--- src/rtl/dmem_arbiter.sv ---
// Arbitrates main_mem's single data port between the core LSU (C) and the loader (L),
// and sequences the fence_i instruction-memory sync.
module dmem_arbiter #(
  parameter int unsigned ADDR_W = 14,
  parameter bit          FAIR   = 1'b1
) (
  input  logic              i_clk,
  input  logic              i_rst_n,
  input  logic              i_c_req,
  input  logic              i_c_we,
  input  logic [3:0]        i_c_ben,
  input  logic [ADDR_W-1:0] i_c_addr,
  input  logic [31:0]       i_c_wdata,
  output logic              o_c_gnt,
  output logic              o_c_rvalid,
  output logic [31:0]       o_c_rdata,
  input  logic              i_l_req,
  input  logic              i_l_we,
  input  logic [3:0]        i_l_ben,
  input  logic [ADDR_W-1:0] i_l_addr,
  input  logic [31:0]       i_l_wdata,
  output logic              o_l_gnt,
  output logic              o_l_rvalid,
  output logic [31:0]       o_l_rdata,
  input  logic              i_c_fence_i,
  output logic              o_c_fence_done,
  output logic              o_dm_ren,
  output logic              o_dm_wen,
  output logic [3:0]        o_dm_ben,
  output logic [ADDR_W-1:0] o_dm_addr,
  output logic [31:0]       o_dm_wdata,
  input  logic [31:0]       i_dm_rdata,
  output logic              o_fence_i,
  input  logic              i_mem_ready
);

  typedef enum logic [1:0] {StIdle, StSync, StDrain} state_e;

  state_e      r_state, w_state_d;
  logic [1:0]  r_cnt, w_cnt_d;
  logic        r_prefer_l;
  logic        r_c_rvalid, r_l_rvalid;
  logic [31:0] r_c_rdata, r_l_rdata;
  logic        w_can_gnt, w_c_wins, w_c_gnt, w_l_gnt;

  always_comb begin
    w_state_d      = r_state;
    w_cnt_d        = r_cnt;
    o_fence_i      = 1'b0;
    o_c_fence_done = 1'b0;
    w_can_gnt      = 1'b0;
    case (r_state)
      StIdle: begin
        // A pending fence blocks all grants, even while waiting for ready.
        if (i_c_fence_i) begin
          if (i_mem_ready) begin
            o_fence_i = 1'b1;
            w_cnt_d   = 2'd2;
            w_state_d = StSync;
          end
        end else begin
          w_can_gnt = i_mem_ready;
        end
      end
      StSync: begin
        // main_mem drops ready a cycle after the fence; ignore ready until the wait expires.
        if (r_cnt != 2'd0) begin
          w_cnt_d = r_cnt - 2'd1;
        end else if (i_mem_ready) begin
          o_c_fence_done = 1'b1;
          w_state_d      = StDrain;
        end
      end
      StDrain: w_state_d = StIdle;
      default: w_state_d = StIdle;
    endcase
  end

  assign w_c_wins = i_c_req & (~i_l_req | ~FAIR | ~r_prefer_l);
  assign w_c_gnt  = w_can_gnt & w_c_wins;
  assign w_l_gnt  = w_can_gnt & i_l_req & ~w_c_wins;
  assign o_c_gnt  = w_c_gnt;
  assign o_l_gnt  = w_l_gnt;

  always_comb begin
    o_dm_ren   = 1'b0;
    o_dm_wen   = 1'b0;
    o_dm_ben   = 4'd0;
    o_dm_addr  = '0;
    o_dm_wdata = 32'd0;
    if (w_c_gnt) begin
      o_dm_ren   = ~i_c_we;
      o_dm_wen   = i_c_we;
      o_dm_ben   = i_c_we ? i_c_ben : 4'd0;
      o_dm_addr  = i_c_addr;
      o_dm_wdata = i_c_wdata;
    end else if (w_l_gnt) begin
      o_dm_ren   = ~i_l_we;
      o_dm_wen   = i_l_we;
      o_dm_ben   = i_l_we ? i_l_ben : 4'd0;
      o_dm_addr  = i_l_addr;
      o_dm_wdata = i_l_wdata;
    end
  end

  always_ff @(posedge i_clk or negedge i_rst_n) begin
    if (!i_rst_n) begin
      r_state    <= StIdle;
      r_cnt      <= 2'd0;
      r_prefer_l <= 1'b0;
      r_c_rvalid <= 1'b0;
      r_l_rvalid <= 1'b0;
      r_c_rdata  <= 32'd0;
      r_l_rdata  <= 32'd0;
    end else begin
      r_state    <= w_state_d;
      r_cnt      <= w_cnt_d;
      if (w_c_gnt || w_l_gnt) begin
        r_prefer_l <= w_c_gnt;
      end
      r_c_rvalid <= w_c_gnt & ~i_c_we;
      r_l_rvalid <= w_l_gnt & ~i_l_we;
      if (r_c_rvalid) begin
        r_c_rdata <= i_dm_rdata;
      end
      if (r_l_rvalid) begin
        r_l_rdata <= i_dm_rdata;
      end
    end
  end

  // Read data is presented straight from the SPRAM on the rvalid cycle, then held.
  assign o_c_rvalid = r_c_rvalid;
  assign o_l_rvalid = r_l_rvalid;
  assign o_c_rdata  = r_c_rvalid ? i_dm_rdata : r_c_rdata;
  assign o_l_rdata  = r_l_rvalid ? i_dm_rdata : r_l_rdata;

endmodule

--- config.mk ---
export PLATFORM = sky130hd
export DESIGN_NAME = dmem_arbiter
export DESIGN_NICKNAME = d
export VERILOG_FILES = /design/src/rtl/dmem_arbiter.sv
export SDC_FILE = /design/constraint.sdc
export NUM_CORES = 1
export LEC_CHECK = 0
export ABC_AREA = 1
export BUFFER_PORTS_ARGS = -buffer_cell sky130_fd_sc_hd__buf_2
export CAP_MARGIN = 5
export CORE_MARGIN = 2
export CORE_UTILIZATION = 37
export DETAILED_ROUTE_END_ITERATION = 10
export PLACE_DENSITY_LB_ADDON = 0.05
export SLEW_MARGIN = 20
export SYNTH_ARGS = -nofsm -noshare
export SYNTH_HDL_FRONTEND = slang
export SYNTH_SLANG_ARGS = --single-unit
export TNS_END_PERCENT = 5
--- constraint.sdc ---
create_clock -name i_clk -period 1.09 [get_ports i_clk]
set_input_delay 0.0545 -clock i_clk [delete_from_list [all_inputs] [get_ports i_clk]]
set_output_delay 0.0545 -clock i_clk [all_outputs]
set_load 0.05 [all_outputs]
==> results of run 1 <==
cell families (layout without fill, tap and decap cells):
kind of cell,count (synthesis),count (layout),share of synthesized area
DFF,71,71,0.489
muxes,64,64,0.198
adders and majority gates,1,1,0.00344
buffers and inverters,44,331,0.0582
AOI/OAI and AO/OA,3,3,0.0110
and+or+nand+nor,187,187,0.241
synthesized netlist by cell type:
cell | number | share of area
mux2_2 | 60 | 0.19
o21ai_0 | 1 | 0.0014
dfrtp_1 | 71 | 0.49
buf_4 | 5 | 0.010
a21oi_4 | 1 | 0.0045
clkbuf_1 | 2 | 0.0021
mux2_1 | 4 | 0.012
inv_2 | 3 | 0.0031
nand2_1 | 75 | 0.077
nand3_1 | 96 | 0.13
ha_1 | 1 | 0.0034
nor4_1 | 2 | 0.0034
nor2_4 | 1 | 0.0031
buf_2 | 22 | 0.030
a21boi_4 | 1 | 0.0052
inv_1 | 12 | 0.012
nand3b_1 | 10 | 0.021
nand4_1 | 1 | 0.0017
nor2_1 | 2 | 0.0021
metal layers:
metal | global-route usage | up-vias | share of wire
met5 | 0 | - | 0
li1 | - | 1818 | -
met1 | 0.272 | 1913 | 0.37
met2 | 0.384 | 181 | 0.53
met4 | 0.0749 | 0 | 0.024
met3 | 0.0685 | 28 | 0.075
stage by stage:
stage / hold slack (ns) / std cells / setup slack, ns
floorplan: -0.241 / 370 / -0.320
global placement: 0.106 / 760 / -0.318
detailed placement: 0.113 / 760 / -0.378
CTS: -0.0380 / 785 / -0.667
global route: -0.0323 / 790 / -0.741
finish: -0.0149 / 790 / -0.645
power by group through the flow:
stage	Combinational, uW	Sequential (uW)	Clock, uW
global placement	10500	4260	0
finish	13400	4320	2340
CTS	13000	4290	2390
global route	14000	4420	2510
detailed placement	10600	4320	0
floorplan	8320	4210	0
cells in the final DEF (no fill, tap or decap), types with 2 or more instances in the layout:
master	synthesis	routed
buf_12	0	20
buf_16	0	4
buf_2	22	139
buf_4	5	16
buf_6	0	79
buf_8	0	39
bufinv_16	0	2
clkbuf_1	2	2
clkbuf_16	0	2
clkbuf_8	0	11
dfrtp_1	71	68
dfrtp_2	0	3
inv_1	12	7
inv_2	3	8
mux2_4	0	64
nand2_1	75	30
nand2_2	0	43
nand2_4	0	2
nand3_1	96	87
nand3_2	0	5
nand3_4	0	4
nand3b_1	10	10
nor4_4	0	2
critical path, delay by kind of cell (launching register included):
family        cells  cell delay [ns]
flops             1             0.39
buf+inv           4             0.53
simple gates      4             0.43
worst min-delay path by stage:
| stage | end | start | cells past startpoint |
|---|---|---|---|
| floorplan | o_c_rvalid | i_rst_n | 0 |
| finish | r_c_rdata[24] | i_dm_rdata[24] | 2 |
| CTS | r_c_rdata[15] | i_dm_rdata[15] | 2 |
| detailed placement | r_l_rdata[15] | i_rst_n | 2 |
| global route | r_l_rdata[28] | i_dm_rdata[28] | 2 |
| global placement | r_l_rdata[3] | i_rst_n | 2 |
final cells by class:
class	instances	area, um2	share of cell area
clock buffers	13	159	0.0220
clock inverters	3	65.1	0.00902
inverters	15	56.3	0.00781
multi-input cells	255	2120	0.294
flip-flops and latches	71	1780	0.247
well taps	133	166	0.0231
repair buffers	300	2860	0.397
sequential cells by signal, indices dropped and copies added, names as in the netlist:
signal,cells
r_state,2
o_l_rvalid,1
o_c_rvalid,1
r_cnt,2
r_prefer_l,1
r_l_rdata,32
r_c_rdata,32
repair_timing:
item                       CTS  global route
cloned                       3             3
hold endpoints to repair   135            64
setup endpoints to repair  132           172
pin swaps                    7            16
resized for setup          273            41
buffers inserted             5             2
==> results_dict.tcl, run 1 <==
set metrics [dict create \
    vdd_drop_max_uv 1380 \
    rsz0062_at_grt "true" \
    first_iter_violations 106 \
    crit_type "reg -> out" \
    fin_util 0.748 \
    total_leakage_power_uw 0.00365 \
    p_sw_uw 9320 \
    diodes 0 \
    cts_root_buf "clkbuf_8" \
    syn2layout_area_growth_pct 98.3 \
    grt_max_degree 72 \
    clk_latency_ns 0.34 \
    holdBufCountCts 1 \
    start_util 0.377 \
    clkPwrFrac 0.117 \
    violations "negative hold slack, negative setup slack" \
    crit_required_ns 1.04 \
    first_global_vias 3777 \
    internal_power_uw 10700 \
    synth_area_um2 3640 \
    row_count 36 \
    r2r_start "r_state[1]" \
    port_buffers 261 \
    regToRegSetupSlack_ns -0.32 \
    hold_class "in -> reg" \
    dp_hpwl_mm 8.87 \
    grt_pass1_wl_mm 18.6 \
    yosysUniqueCellTypes 19 \
    crit_fanout 8 \
    power.total_uw 20100 \
    critPathCapture "o_dm_wdata[24]" \
    hold-worst-slack_ns -0.0149 \
    wl_mm 13.4 \
    max-slew-margin-rel 0.752 \
    status "finished with violations" \
    nets 793 \
    r2r_cells 9 \
    yosysSeqAreaShare 0.489 \
    cts_tree "built" \
    coreArea_um2 9640 \
    drc 0 \
    wl_per_cell_um 17.0 \
    cts_sinks 71 \
    dieWidth_um 103 \
    stdcell_area_um2 7210 \
    fin_worst_skew_ns 0.00811 \
    setup_ws_ns -0.645 \
    combPwrFrac 0.668 \
    die_h_um 103 \
    final_antenna_net_count 0 \
    powerDensity_nw_per_um2 2780 \
    crit_chain "inv_2 -> nand2_2 -> nor2_4 -> buf_12 -> clkbuf_16 -> nand3_1 -> nand2_2 -> buf_8" \
    synth_area_per_cell_um2 9.83 \
    cpMostUsedCell "nand2_2" \
    syn-num-nets 511 \
    fmax_mhz 576 \
    cap_violations 0 \
    drt-pass1-iter-count 4 \
    startpoint_type "flip-flop" \
    max_stage_delay_ns 0.39 \
    ioPinCount 262 \
    grt_overflow 0 \
    num-fill-cells 684 \
    cts_buffers 9 \
    finalSetupViolCount 127 \
    cpMaxStageDelayCell "dfrtp_1" \
    dr_total_vias 3940 \
    fin_crit_ns 1.73 \
    drv_slew 0 \
    arrival_ns 1.68 \
    grt_use_total 0.226 \
    path_clk_slew_ns 0.07 \
    viasPerCell 4.99 \
    crit_start "r_state[1]" \
    yosys_register_bits 71 \
    power.share.sequential 0.215 \
    design.die.area_um2 10600 \
    cts.path.max_buffers 2 \
    post-route-period-util 1.59 \
    place_area_um2 5730 \
    end_kind "primary output" \
    fin_tns_setup_ns -59.94 \
    netlist_instances 370 \
    tightestPinTransition_ns 0.371 \
    gp_congestion 0.852 \
    switching_share 0.465 \
    antenna_found_initial 0 \
    hold_violations 46 \
    htreeDepth 3 \
    yosysWarnings 0 \
    r2r_end "o_l_rvalid" \
    final_layout_size_suffix_gt1_frac 0.683 \
]
No activity file was read; power rests on OpenSTA's default activity.
==> run 2, diff against run 1 <==
TNS_END_PERCENT = 30   (was 5)
==> run 2 against run 1 <==
Non-clock buffer count is 3 higher. First-iteration DRC count is 8.5% higher. Critical endpoint is now o_dm_wen. Largest power group unchanged. Critical path type unchanged. The flow still finishes with violations (negative hold slack, negative setup slack). Setup slack worse by 0.0077 ns. Highest routed layer unchanged. Maximum frequency is 0.44% lower. Largest cell class unchanged. Critical path depth stayed put. Clock skew is 0.0026 ns lower.
==> results_dict.tcl, run 2 (synthesis results as in run 1) <==
set metrics [dict create \
    end_kind "primary output" \
    arrival_ns 1.69 \
    hold_class "in -> reg" \
    hold-worst-slack_ns -0.0117 \
    cts.path.max_buffers 2 \
    max_stage_delay_ns 0.39 \
    cpMaxStageDelayCell "dfrtp_1" \
    cap_violations 0 \
    wl_mm 13.9 \
    coreArea_um2 9640 \
    placed_cells 760 \
    holdBufCountCts 1 \
    crit_fanout 8 \
    tightestPinTransition_ns 0.375 \
    grt_pass1_wl_mm 19.1 \
    final_antenna_net_count 0 \
    die_h_um 103 \
    start_util 0.377 \
    syn2layout_area_growth_pct 103 \
    ioPinCount 262 \
    first_global_vias 3866 \
    grt_use_total 0.232 \
    viasPerCell 5.04 \
    violations "negative hold slack, negative setup slack" \
    rsz0062_at_grt "true" \
    antenna_found_initial 0 \
    crit_buf_inv 4 \
    status "finished with violations" \
    row_count 36 \
    setup_ws_ns -0.652 \
    finalSetupViolCount 127 \
    total_leakage_power_uw 0.00368 \
    layout_common_cells "buf_2 (139), buf_6 (79), nand3_1 (71), dfrtp_1 (68), mux2_4 (64)" \
    fin_util 0.767 \
    nets 796 \
    max-slew-margin-rel 0.750 \
    fin_crit_ns 1.74 \
    dr_total_vias 3993 \
    cts_sinks 71 \
    port_buffers 261 \
    post-route-period-util 1.60 \
    stdcell_count 793 \
    htreeDepth 3 \
    crit_required_ns 1.04 \
    gp_congestion 0.852 \
    fmax_mhz 574 \
    crit_chain "inv_2 -> nand2_2 -> nor2_4 -> buf_12 -> clkbuf_16 -> nand3_1 -> nand2_1 -> buf_6" \
    hold_violations 45 \
    fin_worst_skew_ns 0.00551 \
    path_clk_slew_ns 0.07 \
    vdd_drop_max_uv 1370 \
    startpoint_type "flip-flop" \
    first_iter_violations 115 \
    drt-pass1-iter-count 4 \
    grt_max_degree 72 \
    top_regs "r_c_rdata x32, r_l_rdata x32" \
    design.die.area_um2 10600 \
    drc 0 \
    final_layout_size_suffix_gt1_frac 0.711 \
    cts_buffers 9 \
    cts_tree "built" \
    diodes 0 \
    path_delay_family "buffers and inverters" \
    dieWidth_um 103 \
    drv_slew 0 \
    final_common_cell "buf_2" \
    wl_per_cell_um 17.5 \
    powerDensity_nw_per_um2 2740 \
    crit_type "reg -> out" \
    clk_latency_ns 0.33 \
    grt_overflow 0 \
    fin_tns_setup_ns -59.82 \
    dp_hpwl_mm 8.87 \
    cts_root_buf "clkbuf_8" \
]
[run 2: cell count changes in the layout (fill, tap and decap cells not counted)]
cell / change
nand3_1: -16
nand2_1: -1
nand2_2: -1
clkbuf_16: +2
buf_8: +1
nand3_4: +3
nand3_2: +13
nand2_4: +2
[run 2: worst paths after layout]
kind,end,start,cells after the start,slack (ns)
setup / recovery,o_dm_wen,r_state[1],8,-0.65
hold / removal,r_c_rdata[24],i_dm_rdata[24],2,-0.01
setup reg to reg,o_l_rvalid,r_state[1],9,-0.31
hold reg to reg,r_l_rdata[10],r_l_rdata[10],1,0.50
max in group asynchronous,o_c_rvalid,i_rst_n,3,0.49
min in group asynchronous,r_l_rdata[3],i_rst_n,3,0.27
[run 2: area by class of cell]
| class | instances | area (um2) |
|---|---|---|
| clock buffer | 13 | 159 |
| clock inverter | 3 | 65.1 |
| fill | 652 | 2250 |
| inverter | 15 | 56.3 |
| multi-input combinational | 255 | 2240 |
| sequential | 71 | 1780 |
| tap | 133 | 166 |
| timing repair buffer | 303 | 2930 |
[run 2: repair_timing]
item | in CTS | in global routing
gates cloned | 3 | 6
endpoints found under the setup margin | 132 | 173
resized for setup | 297 | 40
setup buffers | 5 | 2
pin swaps | 6 | 23
endpoints found under the hold margin | 135 | 64
[run 2: worst reg2reg max path, delay by kind of cell (launching register included)]
kind / cells / cell delay (ns)
AND/OR/NAND/NOR: 3 / 0.31
flip-flops: 1 / 0.39
buffers and inverters: 6 / 0.64
[run 2: per-stage QoR]
stage          cell area (um2)  total power [uW]  setup WS, ns
5_1_grt                   7390             21100        -0.746
3_5_place_dp              5730             14900        -0.378
6_report                  7390             20200        -0.652
3_3_place_gp              5730             14700        -0.318
4_1_cts                   7040             19800        -0.667
2_1_floorplan             4060             12500        -0.320
[run 2: metal layers]
layer / vias to the layer above / part of all wire / global-route usage
li1: 1828 / - / -
met1: 1936 / 0.37 / 0.280
met2: 195 / 0.53 / 0.390
met3: 34 / 0.075 / 0.0719
met4: 0 / 0.030 / 0.0881
met5: - / 0 / 0
[run 2: power by group]
| group | internal [uW] | total [uW] | switching, uW | leakage [uW] |
|---|---|---|---|---|
| Clock | 1410 | 2330 | 915 | 0.000114 |
| Sequential | 3880 | 4320 | 440 | 0.000874 |
| Combinational | 5540 | 13600 | 8040 | 0.00269 |
| Total | 10800 | 20200 | 9400 | 0.00368 |
==> run 3, diff against run 2 <==
BUFFER_PORTS_ARGS = -buffer_cell sky130_fd_sc_hd__buf_4   (was -buffer_cell sky130_fd_sc_hd__buf_2)
GPL_TIMING_DRIVEN = 0   (was unset)
==> run 3 against run 2 <==
The flow still finishes with violations (negative hold slack, negative setup slack). Maximum frequency down 0.60%. Clock power down 19%. Sequential share of layout area down 1.2 points. Critical path depth up 1. Cell area up 5.3%. Largest power group unchanged.
==> results_dict.tcl, run 3 (synthesis results as in run 1) <==
set metrics [dict create \
    max-slew-margin-rel 0.578 \
    status "finished with violations" \
    preCtsSetupSlack_ns -0.476 \
    drc 0 \
    fmax_mhz 571 \
    port_buffers 261 \
    grt_overflow 0 \
    stdcell_area_um2 7780 \
    end_kind "primary output" \
    antenna_found_initial 0 \
    hold_class "in -> reg" \
    hold_violations 55 \
    clk_latency_ns 0.34 \
    crit_fanout 7 \
    startpoint_type "flip-flop" \
    final_layout_size_suffix_gt1_frac 0.733 \
    arrival_ns 1.70 \
    ioPinCount 262 \
    crit_type "reg -> out" \
    dieWidth_um 103 \
    diodes 0 \
    path_clk_slew_ns 0.08 \
    fin_worst_skew_ns 0.0124 \
    holdBufCountCts 1 \
    cts_buffers 9 \
    use_met1 0.300 \
    regToRegSetupSlack_ns -0.29 \
    grt_util_met3 0.0631 \
    finalSetupViolCount 184 \
    post-route-period-util 1.61 \
    wl_mm 14.8 \
    cts.path.max_buffers 2 \
    wl_per_cell_um 18.4 \
    htreeDepth 3 \
    top_regs "r_c_rdata x32, r_l_rdata x32" \
    grt_use_total 0.252 \
    hold-worst-slack_ns -0.0324 \
    grt_max_degree 72 \
    final_common_cell "buf_4" \
    row_count 36 \
    switching_share 0.476 \
    cts_root_buf "clkbuf_8" \
    cts_tree "built" \
    gp_congestion 0.844 \
    coreArea_um2 9640 \
    final_antenna_net_count 0 \
    violations "negative hold slack, negative setup slack" \
    grt.busiest_layer "met2" \
    first_global_vias 3995 \
    fin_util 0.807 \
    grt_pass1_wl_mm 20.5 \
    fin_tns_setup_ns -70.85 \
    dr_total_vias 3988 \
    combPwrFrac 0.694 \
    first_iter_violations 161 \
    power.total_uw 20200 \
    design.die.area_um2 10600 \
    tightestPinTransition_ns 0.633 \
    rsz0062_at_grt "true" \
    place_area_um2 6180 \
    internal_power_uw 10600 \
    vdd_drop_max_uv 1610 \
    die_h_um 103 \
    clkPwrFrac 0.093 \
    viasPerCell 4.95 \
    fin_crit_ns 1.75 \
    powerDensity_nw_per_um2 2600 \
    start_util 0.377 \
    layout_common_cells "buf_4 (155), buf_6 (87), dfrtp_1 (67), mux2_4 (60), buf_8 (58)" \
    drt-pass1-iter-count 4 \
    setup_ws_ns -0.663 \
    syn2layout_area_growth_pct 114 \
    total_leakage_power_uw 0.00383 \
    crit_required_ns 1.04 \
    dp_hpwl_mm 10.0 \
    grt_use_met2 0.435 \
    cts_sinks 71 \
    drv_slew 0 \
    power.share.sequential 0.214 \
    nets 809 \
    cap_violations 0 \
    p_sw_uw 9620 \
]
run 3: layout make-up:
cell class | count | area [um2]
Timing Repair Buffer | 287 | 2950
Inverter | 15 | 56.3
Fill cell | 582 | 1860
Multi-Input combinational cell | 255 | 2260
Tap cell | 133 | 166
Clock buffer | 11 | 141
Sequential cell | 71 | 1780
Buffer | 29 | 390
Clock inverter | 5 | 33.8
run 3: repair_timing:
| action | in CTS | in global routing |
|---|---|---|
| resized for setup | 239 | 54 |
| endpoints found under the setup margin | 185 | 256 |
| setup buffers | 8 | 7 |
| pin swaps | 28 | 39 |
| gates cloned | 7 | 3 |
| hold endpoints to repair | 134 | 58 |
run 3: worst max-delay path: stages (launching register included):
cell and delay (ns):
dfrtp_2 0.41, inv_2 0.06, nand2_2 0.06, nor2_4 0.11
buf_12 0.14, buf_12 0.14, buf_8 0.13, nand3_2 0.07
nand2_2 0.09, buf_8 0.15
run 3: path summary, 6_finish.rpt:
check,start,endpoint,cells after the start
hold reg to reg,r_c_rdata[8],r_c_rdata[8],1
setup reg to reg,o_c_rvalid,r_c_rdata[17],5
min in group asynchronous,i_rst_n,r_l_rdata[9],2
setup / recovery,r_state[1],o_dm_wdata[21],9
hold / removal,i_dm_rdata[18],r_c_rdata[18],2
max in group asynchronous,i_rst_n,o_l_rvalid,2
run 3: stage by stage:
| stage | std cells | hold WS (ns) |
|---|---|---|
| 6_report | 806 | -0.0324 |
| 3_3_place_gp | 764 | 0.223 |
| 2_1_floorplan | 370 | -0.241 |
| 4_1_cts | 796 | -0.0521 |
| 5_1_grt | 806 | -0.0465 |
| 3_5_place_dp | 764 | 0.227 |
run 3: routing by layer:
metal,share of wire,vias to the layer above
li1,-,1858
met5,0,-
met4,0.031,0
met1,0.37,1936
met3,0.061,29
met2,0.53,165
run 3: power by group through the flow:
| stage | registers (uW) | clock network [uW] | logic, uW |
|---|---|---|---|
| after floorplan | 4210 | 0 | 8320 |
| after global placement | 4270 | 0 | 11300 |
| after detailed placement | 4340 | 0 | 11400 |
| after CTS | 4290 | 1910 | 13300 |
| after global routing | 4420 | 2040 | 14600 |
| final | 4320 | 1880 | 14000 |
